--- config.mk ---
export PLATFORM = sky130hd
export DESIGN_NAME = fir_tap_loader
export DESIGN_NICKNAME = d
export VERILOG_FILES = /design/src/rtl/tulip_tap_pkg.sv /design/src/rtl/tap_staging_regs.sv /design/src/rtl/fir_tap_loader.sv
export SDC_FILE = /design/constraint.sdc
export NUM_CORES = 1
export LEC_CHECK = 0
export BUFFER_PORTS_ARGS = -buffer_cell sky130_fd_sc_hd__buf_2
export CAP_MARGIN = 0
export CELL_PAD_IN_SITES_DETAIL_PLACEMENT = 0
export CELL_PAD_IN_SITES_GLOBAL_PLACEMENT = 2
export CORE_ASPECT_RATIO = 1.5
export CORE_UTILIZATION = 47
export DETAILED_ROUTE_END_ITERATION = 8
export HOLD_SLACK_MARGIN = 0.05
export PLACE_DENSITY = 0.85
export REMOVE_ABC_BUFFERS = 1
export SETUP_SLACK_MARGIN = 0.05
export SYNTH_ARGS = -nofsm -noshare
export SYNTH_HDL_FRONTEND = slang
export SYNTH_SLANG_ARGS = --single-unit
export TNS_END_PERCENT = 5
--- constraint.sdc ---
create_clock -name clk -period 21.7 [get_ports clk]
set_clock_uncertainty 0.15 [all_clocks]
set_input_delay 3.255 -clock clk [delete_from_list [all_inputs] [get_ports clk]]
set_output_delay 3.255 -clock clk [all_outputs]
set_load 0.005 [all_outputs]
--- src/rtl/tulip_tap_pkg.sv ---
// Shared types and constants for the FIR tap loader.
package tulip_tap_pkg;

    typedef enum logic [1:0] {
        IDLE      = 2'd0,
        STREAM    = 2'd1,
        WAIT_DONE = 2'd2
    } tap_state_e;

    // Width of a counter that must be able to hold the value `timeout`.
    function automatic int tmo_cnt_width(input int timeout);
        return $clog2(timeout + 1);
    endfunction

    localparam int DEFAULT_DONE_TIMEOUT = 1024;
    localparam int DEFAULT_TMO_CNT_W    = tmo_cnt_width(DEFAULT_DONE_TIMEOUT);

endpackage

--- src/rtl/tap_staging_regs.sv ---
// Coefficient staging array: reset-clearable registers, one write port,
// combinational read port.
module tap_staging_regs #(
    parameter int G_TAP_WIDTH     = 16,
    parameter int G_NUM_TAPS_LOG2 = 4
) (
    input  logic                       clk,
    input  logic                       reset,
    input  logic                       wr_en,
    input  logic [G_NUM_TAPS_LOG2-1:0] wr_addr,
    input  logic [G_TAP_WIDTH-1:0]     wr_data,
    input  logic [G_NUM_TAPS_LOG2-1:0] rd_addr,
    output logic [G_TAP_WIDTH-1:0]     rd_data
);

    localparam int N_TAPS = 2 ** G_NUM_TAPS_LOG2;

    logic [G_TAP_WIDTH-1:0] taps_q [N_TAPS];

    // NOTE: built from flops rather than a RAM macro, so every entry can be
    // cleared by reset and the array reads back zero after a reset.
    always_ff @(posedge clk or posedge reset) begin
        if (reset) begin
            for (int i = 0; i < N_TAPS; i++) begin
                taps_q[i] <= '0;
            end
        end else if (wr_en) begin
            taps_q[wr_addr] <= wr_data;
        end
    end

    assign rd_data = taps_q[rd_addr];

endmodule

--- src/rtl/fir_tap_loader.sv ---
// Streams the staged FIR taps over valid/ready, then waits for the FIR's done.
// Optional wait-for-done timeout: define TAP_LOADER_DONE_TIMEOUT_EN.
module fir_tap_loader
    import tulip_tap_pkg::*;
#(
    parameter int G_TAP_WIDTH     = 16,
    parameter int G_NUM_TAPS_LOG2 = 4,
    parameter int G_DONE_TIMEOUT  = 1024
) (
    input  logic                       clk,
    input  logic                       reset,
    input  logic                       enable,
    input  logic [G_NUM_TAPS_LOG2-1:0] wr_addr,
    input  logic [G_TAP_WIDTH-1:0]     wr_data,
    input  logic                       wr_en,
    input  logic                       load_start,
    output logic                       busy,
    output logic                       load_done,
    output logic                       load_error,
    output logic [G_TAP_WIDTH-1:0]     tap_dout,
    output logic                       tap_dout_valid,
    input  logic                       tap_dout_ready,
    input  logic                       tap_dout_done
);

    localparam int N_TAPS = 2 ** G_NUM_TAPS_LOG2;
    localparam int PTR_W  = G_NUM_TAPS_LOG2 + 1;

    tap_state_e             state_q, state_d;
    logic [PTR_W-1:0]       rd_ptr_q, rd_ptr_d;
    logic [PTR_W-1:0]       rd_ptr_inc;
    logic [G_TAP_WIDTH-1:0] tap_dout_q, tap_dout_d;
    logic                   load_done_q, load_done_d;

    logic                       stg_wr_en;
    logic [G_NUM_TAPS_LOG2-1:0] stg_rd_addr;
    logic [G_TAP_WIDTH-1:0]     stg_rd_data;
    logic [G_TAP_WIDTH-1:0]     first_tap;
    logic                       start_accept;
    logic                       timeout_hit;

    // The output register is always loaded one tap ahead, so the array is
    // read at tap 0 while idle and at rd_ptr+1 while streaming.
    assign rd_ptr_inc  = rd_ptr_q + PTR_W'(1);
    assign stg_rd_addr = (state_q == IDLE) ? '0 : rd_ptr_inc[G_NUM_TAPS_LOG2-1:0];
    assign stg_wr_en   = wr_en && (state_q == IDLE);

    // A write to tap 0 in the start cycle must reach the first beat.
    assign first_tap    = (stg_wr_en && (wr_addr == '0)) ? wr_data : stg_rd_data;
    assign start_accept = enable && (state_q == IDLE) && load_start;

    tap_staging_regs #(
        .G_TAP_WIDTH     (G_TAP_WIDTH),
        .G_NUM_TAPS_LOG2 (G_NUM_TAPS_LOG2)
    ) u_staging (
        .clk     (clk),
        .reset   (reset),
        .wr_en   (stg_wr_en),
        .wr_addr (wr_addr),
        .wr_data (wr_data),
        .rd_addr (stg_rd_addr),
        .rd_data (stg_rd_data)
    );

`ifdef TAP_LOADER_DONE_TIMEOUT_EN
    localparam int CNT_W = tmo_cnt_width(G_DONE_TIMEOUT);

    logic [CNT_W-1:0] wait_cnt_q, wait_cnt_d;
    logic             load_error_q, load_error_d;

    assign timeout_hit = (wait_cnt_q + CNT_W'(1)) == CNT_W'(G_DONE_TIMEOUT);
    assign wait_cnt_d  = (state_q == WAIT_DONE) ? wait_cnt_q + CNT_W'(1) : '0;

    always_comb begin
        load_error_d = load_error_q;
        if (start_accept) begin
            load_error_d = 1'b0;
        end else if (enable && (state_q == WAIT_DONE) && !tap_dout_done && timeout_hit) begin
            load_error_d = 1'b1;
        end
    end

    always_ff @(posedge clk or posedge reset) begin
        if (reset) begin
            wait_cnt_q   <= '0;
            load_error_q <= 1'b0;
        end else begin
            wait_cnt_q   <= wait_cnt_d;
            load_error_q <= load_error_d;
        end
    end

    assign load_error = load_error_q;
`else
    logic [31:0] done_timeout_unused;

    assign done_timeout_unused = 32'(G_DONE_TIMEOUT);
    assign timeout_hit         = 1'b0;
    assign load_error          = 1'b0;
`endif

    // NOTE: every signal driven here gets a default first, so no path can
    // leave one unassigned and infer a latch.
    always_comb begin
        state_d     = state_q;
        rd_ptr_d    = rd_ptr_q;
        tap_dout_d  = tap_dout_q;
        load_done_d = 1'b0;

        if (!enable) begin
            state_d = IDLE;
        end else begin
            unique case (state_q)
                IDLE: begin
                    if (load_start) begin
                        state_d    = STREAM;
                        rd_ptr_d   = '0;
                        tap_dout_d = first_tap;
                    end
                end
                STREAM: begin
                    if (tap_dout_ready) begin
                        rd_ptr_d   = rd_ptr_inc;
                        tap_dout_d = stg_rd_data;
                        if (rd_ptr_q == PTR_W'(N_TAPS - 1)) begin
                            state_d = WAIT_DONE;
                        end
                    end
                end
                WAIT_DONE: begin
                    if (tap_dout_done || timeout_hit) begin
                        state_d     = IDLE;
                        load_done_d = 1'b1;
                    end
                end
                default: state_d = IDLE;
            endcase
        end
    end

    // NOTE: state registers use non-blocking assignments so every flop
    // samples the pre-edge value of every other flop.
    always_ff @(posedge clk or posedge reset) begin
        if (reset) begin
            state_q     <= IDLE;
            rd_ptr_q    <= '0;
            tap_dout_q  <= '0;
            load_done_q <= 1'b0;
        end else begin
            state_q     <= state_d;
            rd_ptr_q    <= rd_ptr_d;
            tap_dout_q  <= tap_dout_d;
            load_done_q <= load_done_d;
        end
    end

    assign busy           = (state_q != IDLE);
    assign tap_dout_valid = (state_q == STREAM);
    assign load_done      = load_done_q;
    assign tap_dout       = tap_dout_q;

endmodule

* After elaboration in Yosys (flattened, before gate mapping)
Index checks and enable logic that the tools add are counted.
** Storage, ports and cells
- Input port bits :: 27
- Logic and storage cells :: 67
- Flip-flop bits (word level) :: 280
- Output and inout port bits :: 20
** Cells by class
- Bitwise logic cells :: 2
- Magnitude comparators :: 3
- Mux-type cells :: 23
- Add/subtract/negate cells :: 1
- Eq/ne operators :: 9
- Reduce and logical (&&, ||, !) cells :: 9
** Operators with widths (number)
- $bwmux 256 :: 1
- $mux 16 :: 6
- $bmux 16 s4 :: 1
- $demux 16 s4 :: 1
- $pmux 16 s2 :: 1
- $ge 5x5->1 const B :: 2
- $mux 2 :: 5
- $mux 5 :: 2
- $not 4->5 :: 2
- $pmux 5 s2 :: 1
- $reduce_and 4->1 :: 2
- $ne 3x2->1 const B :: 2
- $ne 3x3->1 const B :: 2
- $pmux 2 s3 :: 1
- $add 5x1->5 const B :: 1
- $eq 5x4->1 const B :: 1
- $lt 5x1->1 const B :: 1
- $logic_not 4->1 :: 1
- $mux 4 :: 1
- $reduce_bool 2->1 :: 2
- $logic_and 1x1->1 :: 3
- $mux 1 :: 3
- $eq 2x1->1 const B :: 1
- $eq 2x2->1 const B :: 1
- 3 further kinds :: 3

* Logic depth before layout (Yosys ltp)
Gate-level depths: netlist (run 1).
- Depth in word-level cells :: 9
- Gate-level depth with buffers :: 9
- Mapped depth without buffers :: 6

* Hierarchy
Synthesis (run 1) repeated with hierarchy kept, for this count alone.
** Second synthesis, totals
- Cell total of the unflattened synthesis :: 858
- Area, all modules :: 12909.9 um^2
** Modules (own cells, without submodules)
- tap_staging_regs :: cells each 716, sequential area each 6406.1 um^2, times used 1, area an instance 11581.1 um^2
- fir_tap_loader :: cells each 142, sequential area each 600.6 um^2, times used 1, area an instance 1328.8 um^2

* Worst setup path before layout (run 1)
Ideal clock, no wire load.
- Kind :: input-to-reg
- From :: in wr_addr[2]
- To :: reg u_staging.taps_q[192] (netlist name)
- Path buffers :: 2
- Path slack :: 16681 ps
- Setup time :: 125 ps
- Arrival time :: 4744 ps
- Required time :: 21425 ps
- Stages on the path :: 6
- Path through :: nor4b_1 -> nand2b_1 -> clkbuf_1 -> nor2_2 -> buf_2 -> mux2_2
** Between the ends
- Word-level cells in the longest chain between the ends :: 6
- Elaborated cells between the ends (all ways) :: 7
- Classes of those cells :: order compare (2); mux (3); bitwise (1); reduce/logical (1)
** Ends and longest elaborated chain
- start: declaration :: line fir_tap_loader.sv:13 : input logic [G_NUM_TAPS_LOG2-1:0] wr_addr,
- $not 4->5 (implied by the code) (*) :: line tap_staging_regs.sv:28 : taps_q[wr_addr] <= wr_data;
- $ge 5x5->1 (implied by the code) or $lt 5x1->1 (tied branches) :: line tap_staging_regs.sv:28
- $logic_and 1x1->1 (implied by the code) :: line tap_staging_regs.sv:28
- $mux 16 (implied by the code) :: line tap_staging_regs.sv:28
- $demux 16 s4 (*) :: line tap_staging_regs.sv:28
- $bwmux 256 (*) :: line tap_staging_regs.sv:28
- end signal: indexed assignment :: line tap_staging_regs.sv:28
- end: declaration :: line tap_staging_regs.sv:18 : logic [G_TAP_WIDTH-1:0] taps_q [N_TAPS];
Every way passes the cells marked *; elsewhere a longest branch is shown, timed or not.
A chain may end at the register's enable or synchronous reset.

* Final worst setup path (run 1)
- From :: in wr_addr[2]
- To :: reg tap_dout_q[13], in the netlist tap_dout[13]
** Between the ends
- Word-level cells in the longest chain between the ends :: 5
** Ends and longest elaborated chain
- $logic_not 4->1 :: line fir_tap_loader.sv:49 : assign first_tap = (stg_wr_en && (wr_addr == '0)) ? wr_data : stg_rd_data;
- $logic_and 1x1->1 :: line fir_tap_loader.sv:49
- $mux 16 :: line fir_tap_loader.sv:49
- $mux 16 :: line fir_tap_loader.sv:115 : if (load_start) begin
- $pmux 16 s2 :: line fir_tap_loader.sv:113 : unique case (state_q)
- end signal: assignment :: line fir_tap_loader.sv:152 : tap_dout_q <= tap_dout_d;
- end: declaration :: line fir_tap_loader.sv:32 : logic [G_TAP_WIDTH-1:0] tap_dout_q, tap_dout_d;
Every way passes these cells. The select of a mux whose other input is x is not followed.

==> results of run 1 <==
==> cells in the final DEF, fill, tap and decap left out, types with 14 or more instances in the layout <==
cell type	count
dfrtp_1	279
mux2_2	270
nand2_1	84
o21ai_0	65
buf_2	45
a21oi_1	41
nand3_1	38
clkbuf_16	29
buf_4	27
nand4_1	23
o31ai_1	20
and2_1	14
nor2_1	14
nor3_1	14
==> cells by family (layout without fill, tap and decap cells) <==
kind of cell	Yosys count	count (layout)	share of synthesized area, %
buffers and inverters	103	130	3.31
AOI/OAI and AO/OA	186	186	8.90
adders and majority gates	2	2	0.187
and+or+nand+nor	227	227	8.55
DFF	280	280	52.3
other	1	1	0.0280
muxes	298	298	26.4
xor gates and xnor gates	3	3	0.336
==> final timing paths <==
| path | startpoint | endpoint | slack, ns | cells after the start |
|---|---|---|---|---|
| worst max-delay path | wr_addr[2] | tap_dout[13] | 15.83 | 5 |
| worst min-delay path | u_staging.taps_q[250] | u_staging.taps_q[250] | 0.32 | 2 |
| worst max register to register | rd_ptr_q[0] | tap_dout[10] | 17.74 | 7 |
| worst min register to register | u_staging.taps_q[250] | u_staging.taps_q[250] | 0.32 | 2 |
| max in group asynchronous | reset | tap_dout[9] | 17.02 | 3 |
| min in group asynchronous | reset | u_staging.taps_q[146] | 2.73 | 2 |
==> metal layers <==
metal / track usage, % / wire length, um
met5: 0 / 0
met4: 9.40 / 1130
met3: 2.59 / 1470
met2: 45.7 / 18800
met1: 34.6 / 15600
==> critical path: stages <==
cell and delay (ns):
buf_2 0.11, nor4b_1 0.70, nand3b_1 0.89, nand2_1 0.96, o31ai_1 0.19
==> through the flow <==
step                      utilization [%]  hold slack [ns]  instance area, sq um  instances
after floorplan                         -            0.289                 13000       1002
after CTS                            53.1            0.323                 14900       1473
final                                53.1            0.318                 14900       1473
after detailed placement             49.7            0.307                 13900       1420
after global routing                 53.1            0.347                 14900       1473
after global placement               49.7            0.302                 13900       1420
==> layout make-up <==
cell class                 count  area (sq um)  area share [%]
timing repair buffer          72           428            2.88
sequential                   280          7010            47.2
tap                          346           433            2.91
clock buffer                  46           910            6.12
inverter                       5          26.3           0.177
multi-input combinational    717          5990            40.3
clock inverter                 7          66.3           0.446
==> flip-flops by register name, summed over array words and instances (netlist names) <==
signal            cells
u_staging.taps_q    256
tap_dout             16
rd_ptr_q              5
state_q               2
load_done             1
==> synth_stat cells (all sizes together) (6+ instances only) <==
cell,instances
nand2b,11
nor2b,6
nand4,23
a21oi,41
nor3,16
nand2,84
mux2,270
o2111ai,12
clkbuf,56
a31oi,13
buf,42
a221oi,10
a2111oi,13
and2,14
dfrtp,280
o31ai,20
nor2,22
mux4,15
o21ai,65
mux2i,13
nand3,39
==> power by group through the flow <==
stage | Combinational [mW] | Sequential, mW | Clock, mW
3_5_place_dp | 0.304 | 0.714 | 0
5_1_grt | 0.330 | 0.722 | 0.536
4_1_cts | 0.305 | 0.705 | 0.518
3_3_place_gp | 0.297 | 0.710 | 0
6_report | 0.302 | 0.707 | 0.506
2_1_floorplan | 0.216 | 0.699 | 0
==> impl_results.md, run 1 <==
* Post-Route WL at 37.0 mm
* Endpoints failing setup at 0
* Total CTS buffers at 29
* HPWL Detailed at 22.0 mm
* H-tree depth at 1
* Initial DRC Count at 587
* Post-synthesis sequential area ratio at 52.3%
* Setup crit end kind: flop
* Synth Warn # at 0
* Total power at 1.52 mW
* Ys async rst share at 100%
* Fillcell total at 2420
* Chip Width at 140 um
* Post-CTS sizing at 0
* Pre-CTS WS at 15.29 ns
* Worst-skew pair later-pin latency at 0.55 ns
* Maximum vdd drop at 0.0668 mV
* Status: finished, final reports clean
* Power share of the sequential group at 46.7%
* Cell Rows at 75
* Fmax at 170 MHz
* GRT Util Overall at 26.5%
* RePlAce Congestion at 0.776
* Drt wl/cell at 25.1 um
* Starting density of the core at 47.9%
* Core footprint at 28000 sq um
* Die area at 29200 sq um
* Final worst slack at 15.83 ns
* Worst-path clk slew at 0.06 ns
* Leading area contributor after synthesis: dfrtp_1
* Synth top area cells: dfrtp_1 (52%), mux2_2 (23%), o21ai_0 (2.4%)
* Logic pwr share at 19.9%
* Ys flop type: dfrtp_1
* Synth top area share at 52.3%
* Routed Antenna Nets at 0
* Power density over the cells at 102 nW/um^2
* Largest net degree at the start of global routing at 132
* Critical path type: input port to flop
* Syn Inst Count at 1100
* EDFF count, synth at 0
* Max-cap violations at 0
* Minimum clock period at 5.87 ns
* Io pins at 47
* Drt first pass iters at 5
* CP Launch Type: input port
* Clock power share at 33.4%
* Hold WC Path Type: flop to flop
* #FFs+latches synth at 280
* Share of cells above drive strength 1 at 37.2%
* Synth unique cells at 53
* Slew @ Worst Pin at 1.19 ns
* DR vias at 9110
* Leakage Power at 6.45 nW
* DR vias/cell at 6.18
* Crit Path Max Fanout at 21
* Area Overhead vs Synth at 10.9%
* IO buf count at 45
* Clock Tree Buf Depth at 3
* Syn Area/Cell at 12.2 sq um
* CP Data Arrival Time at 6.12 ns
* Clk Tree Root Cell: clkbuf_16
* Initial antenna violation count at 0
* CTS tree: built
* Total gr overflow at 0
* P_sw at 0.417 mW
* Slew headroom at 20.6%
* Sum Neg Setup Slack at 0 ns
* RSZ-0062 raised after global routing: no
* Hold-fix buffers, CTS at 0
* Nets at 1134
* Vias in the first global route at 9487
* Cell area after synthesis at 13400 sq um
* CTS sink cnt at 280
* Crit share post-route at 27.0%
* ANT cells at 0
* P_int at 1.10 mW
* DRC Markers at 0
* Postcts setup bufs at 0
* Switching Fraction at 27.5%
* Slew Limit Fails at 0
* Die H at 209 um
* First-pass GRT wire length at 58.1 mm
* Worst EP required at 21.96 ns
* Final Hold Fails at 0
(Power assumes the default switching activity.)
==> inputs of run 2 (changes only) <==
--- a/config.mk
+++ b/config.mk
@@ -5,15 +5,16 @@
 export SDC_FILE = /design/constraint.sdc
 export NUM_CORES = 1
 export LEC_CHECK = 0
+export ABC_AREA = 1
 export BUFFER_PORTS_ARGS = -buffer_cell sky130_fd_sc_hd__buf_2
 export CAP_MARGIN = 0
 export CELL_PAD_IN_SITES_DETAIL_PLACEMENT = 0
 export CELL_PAD_IN_SITES_GLOBAL_PLACEMENT = 2
 export CORE_ASPECT_RATIO = 1.5
-export CORE_UTILIZATION = 47
+export CORE_UTILIZATION = 33
 export DETAILED_ROUTE_END_ITERATION = 8
 export HOLD_SLACK_MARGIN = 0.05
-export PLACE_DENSITY = 0.85
+export PLACE_DENSITY = 0.75
 export REMOVE_ABC_BUFFERS = 1
 export SETUP_SLACK_MARGIN = 0.05
 export SYNTH_ARGS = -nofsm -noshare
==> constraint.sdc (replaced) <==
create_clock -name clk -period 4.95 [get_ports clk]
set_clock_uncertainty 0.15 [all_clocks]
set_input_delay 0.7425 -clock clk [delete_from_list [all_inputs] [get_ports clk]]
set_output_delay 0.7425 -clock clk [all_outputs]
set_load 0.005 [all_outputs]
==> run 2 against run 1 <==
  * Global-route usage down 5.3 points
  * Flip-flop and latch count unchanged
  * Routed wire length up 10%
  * Cell count up 50%
  * Die area up 39%
  * Register-to-register slack worse by 16 ns
  * Setup slack worse by 14 ns
  * Final area down 0.13%
  * Power rose to 6.7 times the previous value
  * Utilization down 15 points
  * Via count up 20%
  * Highest routed layer unchanged
==> impl_results.md, run 2 <==
* Total CTS buffers at 30 (+3.4%)
* Synth top area cells: dfrtp_1 (53%), nand2_1 (13%), o21ai_0 (11%)
* Initial DRC Count at 835 (+42%)
* Synth top area share at 53.2% (+0.95 points)
* Io pins at 47 (unchanged)
* Synth unique cells at 29 (-45%)
* Drt wl/cell at 18.5 um (-26%)
* Worst EP required at 5.29 ns (-16.67 ns)
* Fillcell total at 4161 (+72%)
* Routed Antenna Nets at 0 (unchanged)
* HPWL Detailed at 22.5 mm (+2.2%)
* Leakage Power at 7.39 nW (+15%)
* Die H at 247 um (+18%)
* Slew headroom at 16.0% (-4.6 points)
* H-tree depth at 1 (unchanged)
* Final Cell Area at 14800 sq um (-0.13%)
* CP Launch Type: flop
* Post-DP Area at 13800 sq um (-0.83%)
* Synth top cells by count: nand2_1 (454), o21ai_0 (290), dfrtp_1 (280)
* Power density over the cells at 683 nW/um^2 (+570%)
* Commonest non-fill, non-tap cell in the layout: nand2_1
* DR vias at 10900 (+20%)
* Worst reg-to-reg setup slack at 1.84 ns (-15.90 ns)
* Minimum clock period at 3.11 ns
* Synth Warn # at 0 (unchanged)
* Max-cap violations at 0 (unchanged)
* Starting density of the core at 33.5% (-14 points)
* RSZ-0062 raised after global routing: no
* Post-Route WL at 40.9 mm (+10%)
* M2 GR Usage at 36.4% (-9.3 points)
* Hold WC Path Type: input port to asynchronous set/reset pin
* Max reg flops at 256 (unchanged)
* Core footprint at 39300 sq um (+41%)
* Final Hold Fails at 0 (unchanged)
* Largest Register: u_staging.taps_q
* Total gr overflow at 0 (unchanged)
* DRC Markers at 0 (unchanged)
* Maximum vdd drop at 0.535 mV (+700%)
* Worst-skew pair later-pin latency at 0.57 ns (+0.02 ns)
* Setup crit end kind: flop
* CTS sink cnt at 280 (unchanged)
* Syn Area/Cell at 7.72 sq um (-37%)
* Nets at 1715 (+51%)
* Most common cell in the netlist: nand2_1
* Critical path type: flop to flop
* Share of cells above drive strength 1 at 8.49% (-29 points)
* Pre-CTS WS at 1.87 ns (-13.42 ns)
* Clock Tree Buf Depth at 3 (unchanged)
* Ys flop type: dfrtp_1
* Post-synthesis sequential area ratio at 53.2% (+0.95 points)
* Die area at 40700 sq um (+39%)
* Vias in the first global route at 11200 (+18%)
* GRT Max-Usage Layer: met2
* Register-to-Register Path Depth at 11 (+4)
* Largest net degree at the start of global routing at 113 (-14%)
* Drt first pass iters at 5 (unchanged)
* Met3 global-route usage at 2.07% (-0.52 points)
* Postcts setup bufs at 0 (unchanged)
* Chip Width at 165 um (+18%)
* First-pass GRT wire length at 65.2 mm (+12%)
* Status: finished, final reports clean
* Post-CTS sizing at 0 (unchanged)
* Cell area after synthesis at 13200 sq um (-1.8%)
* IO buf count at 45 (unchanged)
* Grt met1 use at 27.8% (-6.7 points)
* Leading area contributor after synthesis: dfrtp_1
* EDFF count, synth at 0 (unchanged)
* Slew @ Worst Pin at 1.26 ns (+0.0720 ns)
* Fin cells at 2208 (+50%)
* Total power at 10.1 mW (+570%)
* Sequential cell area at 7010 sq um (about the same)
* Most frequent cells in the layout: nand2_1 (452), o21ai_0 (290), dfrtp_1 (280)
* CTS tree: built
* Crit share post-route at 62.9%
* Syn Inst Count at 1704 (+55%)
* Slew Limit Fails at 0 (unchanged)
* #FFs+latches synth at 280 (unchanged)
* Cell Rows at 89 (+19%)
* Fmax at 321 MHz
* CP Data Arrival Time at 3.45 ns (-2.67 ns)
* Crit Path Max Fanout at 29 (+38%)
* Area Overhead vs Synth at 12.8%
* ANT cells at 0 (unchanged)
* Ys async rst share at 100% (unchanged)
* DR vias/cell at 4.94 (-20%)
* Multi-input gate area at 5120 sq um (-15%)
* Final worst slack at 1.84 ns (-14.00 ns)
* Endpoints failing setup at 0 (unchanged)
* Worst-path clk slew at 0.06 ns (about the same)
* Initial antenna violation count at 0 (unchanged)
* RePlAce Congestion at 0.736 (-5.2%)
* Clk Tree Root Cell: clkbuf_16
* Dpl cells at 2154 (+52%)
* GRT Util Overall at 21.2% (-5.3 points)
* Hold-fix buffers, CTS at 0 (unchanged)
## run 2: cell types whose count changed after synthesis, moves of 23 or more
cell      change
nand2_1     +370
inv_1       +143
a21oi_1      -23
clkbuf_1     +25
o21ai_0     +225
nor2_1      +146
nand3_1     +143
mux2_2      -270
## run 2: routing by layer
layer,vias to the layer above,part of all wire [%]
met3,59,3.3
li1,5371,-
met2,190,49
met1,5295,45
met4,0,2.6
met5,-,0
## run 2: path summary, 6_finish.rpt
| check | startpoint | end |
|---|---|---|
| min reg2reg | tap_dout[4] | tap_dout[4] |
| min in group clk | wr_data[8] | u_staging.taps_q[248] |
| max reg2reg | rd_ptr_q[0] | tap_dout[15] |
| min | reset | tap_dout[7] |
| max | rd_ptr_q[0] | tap_dout[15] |
| max in group asynchronous | reset | u_staging.taps_q[160] |
## run 2: worst max-delay path: stages (launching register included)
cell and delay, ns:
dfrtp_1 0.44, ha_1 0.24, nand2_1 0.10, nand2_1 0.31, nor2_2 0.18, buf_4 0.47, inv_2 0.48, nand3_1 0.22
nand3_1 0.09, nand2_1 0.10, nand2_1 0.05, a21oi_1 0.20
## run 2: layout make-up
| type | instances | share of cell area (%) |
|---|---|---|
| timing repair buffer | 68 | 2.93 |
| multi-input combinational | 1152 | 34.5 |
| clock buffer | 45 | 6.05 |
| clock inverter | 9 | 1.17 |
| inverter | 154 | 3.95 |
| sequential | 280 | 47.2 |
| tap | 500 | 4.22 |
## run 2: kinds of logic (layout without fill, tap and decap cells)
group / after synthesis / in the layout / share of synthesized area [%]
buffers and inverters: 272 / 276 / 8.16
other: 1 / 1 / 0.0285
AO/OA/AOI/OAI: 329 / 329 / 12.6
flip-flops: 280 / 280 / 53.2
XOR/XNOR: 1 / 1 / 0.0666
AND/OR/NAND/NOR: 819 / 819 / 25.7
adder cells (fa/ha/maj): 2 / 2 / 0.190
## run 2: metrics by stage
step	TNS, ns	hold WS, ns	util [%]
detailed placement	0	0.311	35.0
global route	0	0.242	37.8
finish	0	0.155	37.8
floorplan	-1026.11	0.298	-
CTS	0	0.209	37.8
global placement	0	0.308	35.0
## run 2: power breakdown
group / internal, mW / switching, mW
combinational: 1.33 / 2.44
clock: 1.51 / 0.947
sequential: 3.36 / 0.550
total: 6.19 / 3.94
==> inputs of run 3 (changes only) <==
--- a/config.mk
+++ b/config.mk
@@ -5,16 +5,16 @@
 export SDC_FILE = /design/constraint.sdc
 export NUM_CORES = 1
 export LEC_CHECK = 0
-export ABC_AREA = 1
+export ABC_AREA = 0
 export BUFFER_PORTS_ARGS = -buffer_cell sky130_fd_sc_hd__buf_2
 export CAP_MARGIN = 0
 export CELL_PAD_IN_SITES_DETAIL_PLACEMENT = 0
 export CELL_PAD_IN_SITES_GLOBAL_PLACEMENT = 2
 export CORE_ASPECT_RATIO = 1.5
-export CORE_UTILIZATION = 33
+export CORE_UTILIZATION = 43
 export DETAILED_ROUTE_END_ITERATION = 8
 export HOLD_SLACK_MARGIN = 0.05
-export PLACE_DENSITY = 0.75
+export PLACE_DENSITY = 0.79
 export REMOVE_ABC_BUFFERS = 1
 export SETUP_SLACK_MARGIN = 0.05
 export SYNTH_ARGS = -nofsm -noshare
==> constraint.sdc (replaced) <==
create_clock -name clk -period 2.9 [get_ports clk]
set_clock_uncertainty 0.15 [all_clocks]
set_input_delay 0.435 -clock clk [delete_from_list [all_inputs] [get_ports clk]]
set_output_delay 0.435 -clock clk [all_outputs]
set_load 0.005 [all_outputs]
==> run 3 against run 2 <==
  * Final area grew 2.8%
  * Setup slack lost 1.7 ns
  * Hold slack lost 0.076 ns
  * Clock-buffer cell count shrank 9
  * Sequential share of layout area shrank 1.3 points
  * Routed wire length shrank 3.2%
  * Maximum frequency grew 14%
  * Global-route usage grew 4.4 points
  * Via count shrank 15%
  * Non-clock buffer count grew 38
==> impl_results.md, run 3 (synthesis gave the netlist of run 1 again) <==
* P_int at 8.17 mW (+32%)
* RePlAce Congestion at 0.774 (+5.1%)
* Max-cap violations at 0 (unchanged)
* Most frequent cells in the layout: dfrtp_1 (279), mux2_2 (270), nand2_1 (84)
* CTS sink cnt at 280 (unchanged)
* Slew Limit Fails at 0 (unchanged)
* Clock power share at 32.4% (+8.2 points)
* Initial antenna violation count at 0 (unchanged)
* Worst-path clk slew at 0.06 ns (about the same)
* Crit Path Max Fanout at 12 (-59%)
* CP Launch Type: flop
* Fmax at 367 MHz (+14%)
* ANT cells at 0 (unchanged)
* First-pass GRT wire length at 60.9 mm (-6.6%)
* Power share of the sequential group at 46.8% (+8.2 points)
* RSZ-0062 raised after global routing: no
* Cell Rows at 78 (-12%)
* Starting density of the core at 44.0% (+11 points)
* Hold-fix buffers, CTS at 4 (+4)
* Total CTS buffers at 28 (-6.7%)
* IO buf count at 45 (unchanged)
* Slew headroom at 53.4% (+37 points)
* Initial DRC Count at 669 (-20%)
* DR vias at 9312 (-15%)
* Setup crit end kind: flop
* CTS tree: built
* Hold WC Path Type: input port to flop
* Worst-skew pair later-pin latency at 0.57 ns (about the same)
* Die area at 31900 sq um (-22%)
* Largest net degree at the start of global routing at 72 (-36%)
* Post-CTS sizing at 0 (unchanged)
* Vias in the first global route at 9698 (-13%)
* Final worst slack at 0.178 ns (-1.66 ns)
* Fin util at 50.1% (+12 points)
* Core footprint at 30400 sq um (-23%)
* Postcts setup bufs at 0 (unchanged)
* Post-Route WL at 39.6 mm (-3.2%)
* Minimum clock period at 2.72 ns (-0.391 ns)
* Total gr overflow at 0 (unchanged)
* H-tree depth at 1 (unchanged)
* Area Overhead vs Synth at 13.8%
* Min Hold Slack at 0.0784 ns (-0.0764 ns)
* Slew @ Worst Pin at 0.699 ns (-0.561 ns)
* Switching Fraction at 27.9% (-11 points)
* Clk Tree Root Cell: clkbuf_16
* Drt wl/cell at 25.5 um (+37%)
* Die H at 218 um (-12%)
* Logic pwr share at 20.8% (-16 points)
* DRC Markers at 0 (unchanged)
* Routed Antenna Nets at 0 (unchanged)
* Leakage Power at 6.64 nW (-10%)
* CP Data Arrival Time at 3.02 ns (-0.43 ns)
* Share of cells above drive strength 1 at 38.5% (+30 points)
* Pre-CTS WS at 0.172 ns (-1.70 ns)
* Worst EP required at 3.20 ns (-2.09 ns)
* Chip Width at 146 um (-11%)
* Maximum vdd drop at 0.586 mV (+9.4%)
* HPWL Detailed at 23.5 mm (+4.6%)
* Max reg flops at 256 (unchanged)
* Crit share post-route at 93.9% (+31 points)
* Status: finished, final reports clean
* DR vias/cell at 5.99 (+21%)
* Io pins at 47 (unchanged)
* Largest Register: u_staging.taps_q
* Nets at 1167 (-32%)
* Endpoints failing setup at 0 (unchanged)
* Critical path type: flop to flop
* Clock Tree Buf Depth at 3 (unchanged)
* Final Hold Fails at 0 (unchanged)
* Commonest non-fill, non-tap cell in the layout: dfrtp_1
* Power density over the cells at 744 nW/um^2 (+8.9%)
* Drt first pass iters at 5 (unchanged)
* GRT Util Overall at 25.6% (+4.4 points)
* P_sw at 3.17 mW (-20%)
run 3: cell count changes in the layout (fill, tap and decap cells not counted), sizes merged, moves of 142 or more:
cell	before	now
mux2	0	270
inv	154	5
o21ai	307	65
nor2	176	22
nand3	181	39
nand2	456	84
run 3: power by group through the flow:
| stage | registers, mW | clock network (mW) | logic (mW) |
|---|---|---|---|
| 3_3_place_gp | 5.32 | 0 | 2.33 |
| 3_5_place_dp | 5.36 | 0 | 2.38 |
| 4_1_cts | 5.29 | 3.74 | 2.39 |
| 6_report | 5.31 | 3.67 | 2.36 |
| 5_1_grt | 5.41 | 3.91 | 2.58 |
| 2_1_floorplan | 5.23 | 0 | 1.61 |
run 3: cell type report:
class	instances	area (sq um)
timing repair buffer	106	818
inverter	5	26.3
multi-input combinational	717	5990
clock inverter	11	141
sequential	280	7010
tap	400	500
fill	2759	15200
clock buffer	36	771
run 3: worst paths after layout:
kind	startpoint	to	slack [ns]	cells after the start
min	wr_data[14]	u_staging.taps_q[254]	0.08	3
min reg2reg	u_staging.taps_q[254]	u_staging.taps_q[254]	0.32	2
max	rd_ptr_q[0]	tap_dout[11]	0.18	7
min in group asynchronous	reset	u_staging.taps_q[193]	0.30	3
max reg2reg	rd_ptr_q[0]	tap_dout[11]	0.18	7
max in group asynchronous	reset	u_staging.taps_q[84]	1.44	4
run 3: worst max-delay path, cell delays in order (launching register included):
cell and delay (ns):
dfrtp_2 0.43, ha_1 0.27, xnor2_4 0.17, nor2_8 0.29, buf_12 0.18, mux4_1 0.54
a2111oi_0 0.45, o31ai_1 0.12
run 3: per-stage QoR:
step                setup TNS [ns]  instance area [sq um]  cells  power (mW)
floorplan                 -1554.16                  13000   1002        6.85
global placement                 0                  14300   1504        7.65
detailed placement               0                  14300   1504        7.74
CTS                              0                  15300   1555        11.4
global route                     0                  15300   1555        11.9
finish                           0                  15300   1555        11.3
run 3: layer usage:
layer,share of wire (%),global-route usage (%),vias to the layer above,wire [um]
li1,-,-,4093,-
met1,43,33.3,4908,16900
met2,50,45.0,254,20000
met3,4.9,3.11,57,1960
met4,2.0,6.42,0,792
met5,0,0,-,0
